`config.mk`:
```
export PLATFORM = sky130hd
export DESIGN_NAME = hazard_stall_ctrl_flat
export DESIGN_NICKNAME = d
export VERILOG_FILES = /design/src/rtl/hazard_stall_ctrl_if.sv /design/src/rtl/hazard_stall_ctrl.sv /design/src/flat_wrapper.sv
export SDC_FILE = /design/constraint.sdc
export NUM_CORES = 1
export LEC_CHECK = 0
export ABC_AREA = 1
export CAP_MARGIN = 20
export CORE_ASPECT_RATIO = 1.5
export CORE_UTILIZATION = 48
export DETAILED_ROUTE_END_ITERATION = 16
export PLACE_DENSITY = 0.77
export SLEW_MARGIN = 10
export SYNTH_ARGS = -nofsm -noshare
export SYNTH_HDL_FRONTEND = slang
export SYNTH_SLANG_ARGS = --single-unit
```
`constraint.sdc`:
```
create_clock -name clk -period 2.3 [get_ports clk]
set_input_delay 0.345 -clock clk [delete_from_list [all_inputs] [get_ports clk]]
set_output_delay 0.345 -clock clk [all_outputs]
set_load 0.02 [all_outputs]
```
`src/rtl/hazard_stall_ctrl_if.sv`:
```
// hazard_stall_ctrl_if: hazard/stall control bundle between pipeline datapath and sequencing controller
interface hazard_stall_ctrl_if #(parameter int REG_DIR_WIDTH = 3);
  logic [REG_DIR_WIDTH-1:0] IFIDRegisterRs;
  logic [REG_DIR_WIDTH-1:0] IFIDRegisterRt;
  logic [REG_DIR_WIDTH-1:0] IDEXRegisterRt;
  logic IFIDUsesRt;
  logic IDEXMemRead;
  logic EXBranchTaken;
  logic EXMEMMemRead;
  logic EXMEMMemWrite;
  logic mem_ready;
  logic PCWrite;
  logic IFIDWrite;
  logic IDEXWrite;
  logic EXMEMWrite;
  logic IFIDFlush;
  logic IDEXFlush;
  logic MEMWBBubble;
  logic mem_req;
  logic mem_timeout;
  logic [15:0] stall_cycles;
  modport master (
    output IFIDRegisterRs, IFIDRegisterRt, IDEXRegisterRt, IFIDUsesRt, IDEXMemRead,
           EXBranchTaken, EXMEMMemRead, EXMEMMemWrite, mem_ready,
    input  PCWrite, IFIDWrite, IDEXWrite, EXMEMWrite, IFIDFlush, IDEXFlush,
           MEMWBBubble, mem_req, mem_timeout, stall_cycles
  );
  modport slave (
    input  IFIDRegisterRs, IFIDRegisterRt, IDEXRegisterRt, IFIDUsesRt, IDEXMemRead,
           EXBranchTaken, EXMEMMemRead, EXMEMMemWrite, mem_ready,
    output PCWrite, IFIDWrite, IDEXWrite, EXMEMWrite, IFIDFlush, IDEXFlush,
           MEMWBBubble, mem_req, mem_timeout, stall_cycles
  );
endinterface

```
`src/rtl/hazard_stall_ctrl.sv`:
```
// hazard_stall_ctrl: load-use stalls, branch squash, memory-wait freeze with timeout trap, stall counter
module hazard_stall_ctrl #(
  parameter int REG_DIR_WIDTH  = 3,
  parameter int WAIT_CNT_WIDTH = 4,
  parameter int MEM_TIMEOUT    = 12
) (
  input logic clk,
  input logic rst_n,
  hazard_stall_ctrl_if.slave bus
);
  typedef enum logic [1:0] {INIT, RUN, MEM_WAIT, ERROR} state_t;
  state_t r_state, w_next;
  logic [WAIT_CNT_WIDTH-1:0] r_wait_cnt, w_wait_cnt;
  logic [15:0] r_stall;
  logic w_mem_acc, w_load_use, w_busy, w_freeze;
  // {PCWrite, IFIDWrite, IDEXWrite, EXMEMWrite, IFIDFlush, IDEXFlush, MEMWBBubble}
  logic [6:0] w_ctl;
  always_comb begin
    w_mem_acc  = bus.EXMEMMemRead | bus.EXMEMMemWrite;
    w_load_use = bus.IDEXMemRead && bus.IDEXRegisterRt != REG_DIR_WIDTH'(0) &&
                 (bus.IDEXRegisterRt == bus.IFIDRegisterRs ||
                  (bus.IFIDUsesRt && bus.IDEXRegisterRt == bus.IFIDRegisterRt));
    w_busy     = r_state == RUN && w_mem_acc && !bus.mem_ready;
    w_freeze   = w_busy || (r_state == MEM_WAIT && !bus.mem_ready);
    w_ctl      = 7'b1111_000;
    if (r_state == INIT || r_state == ERROR) w_ctl = 7'b0000_111;
    else if (w_freeze) w_ctl = 7'b0000_001;
    else if (bus.EXBranchTaken) w_ctl = 7'b1111_110;
    else if (w_load_use) w_ctl = 7'b0011_010;
    w_next     = r_state;
    w_wait_cnt = r_wait_cnt;
    case (r_state)
      INIT: w_next = RUN;
      RUN: if (w_busy) begin
        w_next     = MEM_WAIT;
        w_wait_cnt = WAIT_CNT_WIDTH'(1);
      end
      MEM_WAIT: if (bus.mem_ready) begin
        w_next     = RUN;
        w_wait_cnt = '0;
      end else if (r_wait_cnt == WAIT_CNT_WIDTH'(MEM_TIMEOUT)) w_next = ERROR;
      else w_wait_cnt = r_wait_cnt + WAIT_CNT_WIDTH'(1);
      default: w_next = ERROR;
    endcase
  end
  assign {bus.PCWrite, bus.IFIDWrite, bus.IDEXWrite, bus.EXMEMWrite,
          bus.IFIDFlush, bus.IDEXFlush, bus.MEMWBBubble} = w_ctl;
  assign bus.mem_req      = r_state == RUN ? w_mem_acc : r_state == MEM_WAIT;
  assign bus.mem_timeout  = r_state == ERROR;
  assign bus.stall_cycles = r_stall;
  always_ff @(posedge clk or negedge rst_n) begin
    if (!rst_n) begin
      r_state    <= INIT;
      r_wait_cnt <= '0;
      r_stall    <= '0;
    end else begin
      r_state    <= w_next;
      r_wait_cnt <= w_wait_cnt;
      if ((r_state == RUN || r_state == MEM_WAIT) && !w_ctl[6] && r_stall != 16'hFFFF)
        r_stall <= r_stall + 16'd1;
    end
  end
endmodule

```
`src/flat_wrapper.sv`:
```
// flat-port wrapper written by rule: the top's interface ports become plain ports
module hazard_stall_ctrl_flat 
#(
  parameter int REG_DIR_WIDTH  = 3,
  parameter int WAIT_CNT_WIDTH = 4,
  parameter int MEM_TIMEOUT    = 12
)
  (clk, rst_n, bus_IFIDRegisterRs, bus_IFIDRegisterRt, bus_IDEXRegisterRt, bus_IFIDUsesRt, bus_IDEXMemRead, bus_EXBranchTaken, bus_EXMEMMemRead, bus_EXMEMMemWrite, bus_mem_ready, bus_PCWrite, bus_IFIDWrite, bus_IDEXWrite, bus_EXMEMWrite, bus_IFIDFlush, bus_IDEXFlush, bus_MEMWBBubble, bus_mem_req, bus_mem_timeout, bus_stall_cycles);
  hazard_stall_ctrl_if #(.REG_DIR_WIDTH(REG_DIR_WIDTH)) bus_i ();
  input logic clk;
  input logic rst_n;
  input wire logic [$bits(bus_i.IFIDRegisterRs)-1:0] bus_IFIDRegisterRs;
  input wire logic [$bits(bus_i.IFIDRegisterRt)-1:0] bus_IFIDRegisterRt;
  input wire logic [$bits(bus_i.IDEXRegisterRt)-1:0] bus_IDEXRegisterRt;
  input wire logic [$bits(bus_i.IFIDUsesRt)-1:0] bus_IFIDUsesRt;
  input wire logic [$bits(bus_i.IDEXMemRead)-1:0] bus_IDEXMemRead;
  input wire logic [$bits(bus_i.EXBranchTaken)-1:0] bus_EXBranchTaken;
  input wire logic [$bits(bus_i.EXMEMMemRead)-1:0] bus_EXMEMMemRead;
  input wire logic [$bits(bus_i.EXMEMMemWrite)-1:0] bus_EXMEMMemWrite;
  input wire logic [$bits(bus_i.mem_ready)-1:0] bus_mem_ready;
  output wire logic [$bits(bus_i.PCWrite)-1:0] bus_PCWrite;
  output wire logic [$bits(bus_i.IFIDWrite)-1:0] bus_IFIDWrite;
  output wire logic [$bits(bus_i.IDEXWrite)-1:0] bus_IDEXWrite;
  output wire logic [$bits(bus_i.EXMEMWrite)-1:0] bus_EXMEMWrite;
  output wire logic [$bits(bus_i.IFIDFlush)-1:0] bus_IFIDFlush;
  output wire logic [$bits(bus_i.IDEXFlush)-1:0] bus_IDEXFlush;
  output wire logic [$bits(bus_i.MEMWBBubble)-1:0] bus_MEMWBBubble;
  output wire logic [$bits(bus_i.mem_req)-1:0] bus_mem_req;
  output wire logic [$bits(bus_i.mem_timeout)-1:0] bus_mem_timeout;
  output wire logic [$bits(bus_i.stall_cycles)-1:0] bus_stall_cycles;
  assign bus_i.IFIDRegisterRs = bus_IFIDRegisterRs;
  assign bus_i.IFIDRegisterRt = bus_IFIDRegisterRt;
  assign bus_i.IDEXRegisterRt = bus_IDEXRegisterRt;
  assign bus_i.IFIDUsesRt = bus_IFIDUsesRt;
  assign bus_i.IDEXMemRead = bus_IDEXMemRead;
  assign bus_i.EXBranchTaken = bus_EXBranchTaken;
  assign bus_i.EXMEMMemRead = bus_EXMEMMemRead;
  assign bus_i.EXMEMMemWrite = bus_EXMEMMemWrite;
  assign bus_i.mem_ready = bus_mem_ready;
  assign bus_PCWrite = bus_i.PCWrite;
  assign bus_IFIDWrite = bus_i.IFIDWrite;
  assign bus_IDEXWrite = bus_i.IDEXWrite;
  assign bus_EXMEMWrite = bus_i.EXMEMWrite;
  assign bus_IFIDFlush = bus_i.IFIDFlush;
  assign bus_IDEXFlush = bus_i.IDEXFlush;
  assign bus_MEMWBBubble = bus_i.MEMWBBubble;
  assign bus_mem_req = bus_i.mem_req;
  assign bus_mem_timeout = bus_i.mem_timeout;
  assign bus_stall_cycles = bus_i.stall_cycles;
  hazard_stall_ctrl #(.REG_DIR_WIDTH(REG_DIR_WIDTH), .WAIT_CNT_WIDTH(WAIT_CNT_WIDTH), .MEM_TIMEOUT(MEM_TIMEOUT)) u_core (.clk(clk), .rst_n(rst_n), .bus(bus_i));
endmodule
```
==> qor.csv, run 1 <==
stage,metric,value,unit
synthesis,synth.distinct_cells,31,
synthesis,synth_commonest_cells,"71 x nand2_1, 22 x dfrtp_1, 22 x inv_1, 19 x nor2_1, 16 x nand4_1",
global_route,antenna_found_initial,0,
placement,dp_hpwl,2600,um
timing,worst_pin_slew,440.8,ps
synthesis,synth-warning-count,0,
synthesis,synth.most_common_cell,nand2_1,
timing,clock-skew-final,10.23,ps
synthesis,syn_inst,217,
layout,fin_area,2135,um^2
outcome,status,"finished, final reports clean",
clock_network,cts_tree,yes,
power,clockPowerShare,14.3,%
floorplanning,die-area,3541,um^2
timing,max_freq,0.4595,GHz
critical_path,startpoint_type,flip-flop,
detailed_routing,wl,3362,um
synthesis,synth-adder-area-share,4.736,%
detailed_routing,vias,1564,
placement,dpl_cell_area,2087,um^2
synthesis,synth-xor-area-share,8.287,%
synthesis,avgSynthCellArea,7.305,um^2
layout,nets,291,
layout,n_antenna_cell,0,
critical_path,ff2ff_path_depth,11,
timing,relSlewSlack,70.41,%
global_route,grt_overflow,0,
power,p_total,1957,uW
placement,place_congestion,0.7442,
detailed_routing,via_per_inst,5.094,
detailed_routing,ant_nets,0,
synthesis,syn_area,1585,um^2
layout,syn_to_final_growth,34.65,%
synthesis,yosys-mux-area-fraction,0,%
detailed_routing,wl_per_cell,10.95,um
critical_path,regToRegEndpoint,u_core.r_wait_cnt[3]$_DFFE_PN0P_,
synthesis,ys_seq_area_share,34.73,%
synthesis,synth-seq-cells,22,
synthesis,synth_compound_area_share,6.393,%
layout,drive_gt1_share,11.24,%
global_route,grt_pass1_vias,1454,
power,power.leakage,0.001067,uW
global_route,grt.total_usage,21.80,%
run,cap_violations,0,
critical_path,critPathRequiredTime,1960,ps
timing,drv_slew,0,
critical_path,cp.arrival,1830,ps
global_route,grt_max_degree,23,
synthesis,synthesis.nets,240,
min_path,hp-class,in2async,
floorplanning,die_h,72.39,um
critical_path,reg2reg_slack,520,ps
clock_network,clock_latency,270,ps
synthesis,synthSimpleGateAreaFrac,36.86,%
power,comb_power_share,59.4,%
detailed_routing,drt-pass1-iter-count,4,
layout,multi_input_area,892.1,um^2
synthesis,synthTopCellsByArea,"dfrtp_1 35%, nand2_1 17%, nand4_1 6.3%",
global_route,grt_pass1_wl,6085,um
clock_network,path_clk_slew,80,ps
clock_network,cts_inserted_buffers,3,
detailed_routing,drc,0,
power,peakVddDrop,0.7544,mV
power,p_sw,886.7,uW
synthesis,synth_edf_count,0,
floorplanning,io_pins,42,
clock_network,clock-sinks,22,
critical_path,cp-end-kind,primary output,
clock_network,h-tree-depth,1,
power,power.share.sequential,26.3,%
layout,fillCellCount,287,
synthesis,async_flop_share,100.0,%
synthesis,synth_top_family_by_area,simple AND/OR/NAND/NOR gates,
clock_network,cts-root-buf,clkbuf_8,
critical_path,r2r-start,u_core.r_state[0]$_DFFE_PN0P_,
floorplanning,core,3159,um^2
synthesis,synth_top_area_share,34.73,%
timing,finalSetupViolCount,0,
critical_path,critPathKind,reg2out,
timing,rsz0062_at_grt,no,
floorplanning,start_util,50.18,%
timing,min_period,2176,ps
layout,register_area,550.5,um^2
power,intPower,1070,uW
timing,hold_violations,0,
power,power_density,916.6,nW/um^2
clock_network,clockBufferDepth,2,
placement,io_buffers,41,
floorplanning,rows,25,
floorplanning,die_x,48.92,um
critical_path,worst-path-max-fanout,4,
timing,fin_crit_sh,94.61,%
synthesis,ys.flop_type,dfrtp_1,
synthesis,synth_top_area_cell,dfrtp_1,
power,switching_share,45.32,%
detailed_routing,drtIter0Drc,34,
-- routing by layer --
metal	GRT usage (%)	part of all wire (%)	wire length, um
met1	25.56	43	1429
met2	40.59	52	1760
met3	2.306	3.4	114
met4	7.843	1.7	57
met5	0	0	0
-- layout make-up --
class / instances / share of cell area (%)
clock buffers: 4 / 2.579
flip-flops and latches: 22 / 25.79
inverters: 27 / 4.748
well taps: 40 / 2.345
repair buffers: 52 / 22.74
multi-input cells: 162 / 41.79
-- worst max-delay path: stages (launching register included) --
cell	delay (ps)
dfrtp_1	410
inv_1	90
ha_1	140
inv_1	50
buf_4	140
o21bai_1	130
clkdlybuf4s50_1	620
-- state kept, by name, indices dropped and copies added (netlist names) --
register / cells
u_core.r_wait_cnt: 4
u_core.r_state: 2
u_core.bus.stall_cycles: 16
-- metrics by stage --
step	utilization [%]	setup slack (ps)	setup TNS, ps	cells	hold WS [ps]
floorplan	-	196.8	0	217	49.41
global placement	66.06	-52.19	-98.15	303	509.7
detailed placement	66.06	-63.57	-160.6	303	525.8
CTS	67.52	69.40	0	307	433.0
global route	67.56	10.38	0	307	464.6
finish	67.56	123.9	0	307	423.2
-- layout by cell type, fill, tap and decap left out, drive strengths merged --
master / n
ha: 6
a21oi: 3
nand2: 75
a32o: 1
o32a: 1
clkinv: 1
nor3: 1
nand3: 12
dlygate4sd2: 6
xnor2: 7
a31oi: 1
nand4: 16
dfrtp: 22
clkdlybuf4s15: 1
clkbuf: 4
o21bai: 2
o21ai: 5
xor2: 8
buf: 11
nor2: 22
inv: 26
a31o: 1
o31ai: 1
clkdlybuf4s50: 34
-- timing repair --
item                                   4_1_cts  5_1_grt
pin swaps                                    0        0
endpoints found under the hold margin        0        0
buffers inserted                             0        0
setup endpoints to repair                    7        1
hold buffers                                 0        0
gates resized for setup                      7        2
gates cloned                                 0        0
-- cells by family after synthesis --
family / Yosys count
AO/OA/AOI/OAI: 15
XOR/XNOR: 15
adder cells (fa/ha/maj): 6
buffers and inverters: 33
flip-flops: 22
AND/OR/NAND/NOR: 126
-- power by group through the flow --
stage | Sequential, uW | Clock [uW] | Combinational (uW)
2_1_floorplan | 538 | 0 | 743
3_3_place_gp | 518 | 0 | 1230
3_5_place_dp | 522 | 0 | 1250
4_1_cts | 516 | 281 | 1170
5_1_grt | 526 | 288 | 1280
6_report | 515 | 280 | 1160
-- how the worst max path moves through the flow --
stage	cells past startpoint	start	to
after floorplan	10	u_core.r_state[0]$_DFFE_PN0P_	bus_PCWrite
after global placement	8	bus_EXMEMMemWrite	bus_IDEXFlush
after detailed placement	8	bus_EXMEMMemWrite	bus_IDEXFlush
after CTS	9	u_core.r_state[0]$_DFFE_PN0P_	bus_IDEXFlush
after global routing	9	u_core.r_state[1]$_DFFE_PN0P_	bus_IDEXFlush
final	6	u_core.r_state[0]$_DFFE_PN0P_	bus_mem_req
(Power assumes the default switching activity.)
==> run 2, diff against run 1 <==
--- a/config.mk
+++ b/config.mk
@@ -9,7 +9,9 @@
 export CAP_MARGIN = 20
 export CORE_ASPECT_RATIO = 1.5
 export CORE_UTILIZATION = 48
+export CTS_BUF_LIST = sky130_fd_sc_hd__clkbuf_16
 export DETAILED_ROUTE_END_ITERATION = 16
+export GPL_TIMING_DRIVEN = 1
 export PLACE_DENSITY = 0.77
 export SLEW_MARGIN = 10
 export SYNTH_ARGS = -nofsm -noshare
==> run 2 against run 1 <==
- sequential power hardly changed
- clock skew is 5.3 ps lower
- core utilization is 0.75 points higher
- critical path depth stayed put
- worst hold slack better by 21 ps
- critical endpoint unchanged
- count of clock-buffer cells in the layout is 1 lower
- die area stayed put
- register-to-register slack hardly changed
- critical path type unchanged
- global-route usage is 0.36 points lower
- total power is 4.1% higher
==> qor.csv, run 2 (synthesis gave the netlist of run 1 again) <==
stage,metric,value,unit
clock_network,cts_inserted_buffers,3,
global_route,met2_usage,39.97,%
global_route,globalRoute.busiestLayer,met2,
floorplanning,die_h,72.39,um
placement,dpl_cell_area,2087,um^2
timing,setup_tns,0,ps
floorplanning,io_pins,42,
critical_path,crit_start,u_core.r_state[0]$_DFFE_PN0P_,
global_route,grt_max_degree,23,
global_route,antenna_found_initial,0,
timing,rsz0062_at_grt,no,
critical_path,startpoint_type,flip-flop,
floorplanning,start_util,50.18,%
detailed_routing,drt-pass1-iter-count,4,
power,p_total,2036,uW
global_route,met3_usage,2.306,%
placement,place_congestion,0.7442,
critical_path,crit_family,buffers and inverters,
detailed_routing,wl_per_cell,10.92,um
global_route,grt_overflow,0,
critical_path,slowest_delay,620,ps
placement,io_buffers,41,
timing,worst_pin_slew,444.0,ps
clock_network,cts_setup_buffers,0,
outcome,status,"finished, final reports clean",
floorplanning,rows,25,
timing,min_period,2146,ps
floorplanning,core,3159,um^2
timing,clock-skew-final,4.952,ps
global_route,grt_pass1_wl,5989,um
placement,dp_hpwl,2600,um
layout,nets,291,
critical_path,path_buf_inv,4,
clock_network,clockBufferDepth,2,
detailed_routing,via_per_inst,5.091,
timing,holdWs,444.6,ps
detailed_routing,wl,3351,um
critical_path,worst_path_max_delay_cell,clkdlybuf4s50_1,
timing,drv_slew,0,
layout,fin_area,2158,um^2
detailed_routing,drc,0,
global_route,grt_pass1_vias,1441,
critical_path,critPathKind,reg2out,
timing,hold_violations,0,
layout,final_cell_mix,"71 x nand2_1, 34 x clkdlybuf4s50_1, 22 x inv_1, 22 x dfrtp_1, 19 x nor2_1",
clock_network,h-tree-depth,1,
global_route,grt.total_usage,21.44,%
clock_network,path_clk_slew,60,ps
critical_path,path_cells,"inv_1, ha_1, inv_1, buf_4, o21bai_1, clkdlybuf4s50_1",
layout,drive_gt1_share,10.86,%
layout,final_common_cell,nand2_1,
run,cap_violations,0,
timing,fin_crit_sh,93.29,%
timing,finalSetupViolCount,0,
detailed_routing,ant_nets,0,
timing,max_freq,0.4661,GHz
power,power.leakage,0.001077,uW
clock_network,clock_latency,250,ps
power,power_density,943.5,nW/um^2
critical_path,worst-path-max-fanout,4,
detailed_routing,vias,1563,
layout,largest_reg_flops,16,
layout,post-route-util,68.32,%
detailed_routing,drtIter0Drc,35,
critical_path,cp.arrival,1800,ps
power,peakVddDrop,0.6853,mV
min_path,hp-class,in2async,
layout,syn_to_final_growth,36.15,%
floorplanning,die-area,3541,um^2
clock_network,cts_tree,yes,
critical_path,r2r-start,u_core.bus.stall_cycles[0]$_DFFE_PN0P_,
critical_path,cp-end-kind,primary output,
layout,n_antenna_cell,0,
floorplanning,die_x,48.92,um
critical_path,critPathRequiredTime,1960,ps
clock_network,cts-root-buf,clkbuf_16,
timing,relSlewSlack,70.20,%
clock_network,clock-sinks,22,
global_route,grtUsageMet1,25.40,%
critical_path,crit_top_cell,inv_1,
## run 2: final timing paths
path	endpoint	slack [ps]	depth (start not counted)
setup / recovery	bus_mem_req	150	6
hold / removal	u_core.bus.stall_cycles[15]$_DFFE_PN0P_	440	2
setup reg to reg	u_core.bus.stall_cycles[3]$_DFFE_PN0P_	530	9
hold reg to reg	u_core.bus.stall_cycles[1]$_DFFE_PN0P_	530	2
max in group asynchronous	u_core.bus.stall_cycles[1]$_DFFE_PN0P_	1630	2
min in group clk	u_core.bus.stall_cycles[1]$_DFFE_PN0P_	530	2
## run 2: area by class of cell
cell class                 count  area, um^2
clock buffer                   3       75.07
multi-input combinational    162       892.1
inverter                      27       101.3
sequential                    22       550.5
fill                         283        1001
tap                           40       50.05
clock inverter                 1       3.754
timing repair buffer          52       485.5
## run 2: repair_timing
action	in CTS	in global routing
hold buffers	0	0
endpoints found under the setup margin	7	1
gates resized for setup	7	2
## run 2: per-layer routing
layer	up-vias	wire length (um)
met1	728	1427
met2	36	1776
met5	-	0
met4	0	45
met3	5	101
li1	794	-
## run 2: worst reg2reg max path, delay by kind of cell (launching register included)
kind	cells	cell delay [ps]
adder cells (fa/ha/maj)	1	230
flip-flops	1	410
AND/OR/NAND/NOR	8	1070
## run 2: metrics by stage
stage / worst slack [ps] / cells
floorplan: 196.8 / 217
global placement: -52.19 / 303
detailed placement: -63.57 / 303
CTS: 95.14 / 307
global route: 27.68 / 307
finish: 154.4 / 307
## run 2: power breakdown
group          internal, uW  switching, uW  total (uW)
Sequential              448           65.8         514
Clock                   232            131         363
Combinational           470            689        1160
Total                  1150            886        2040
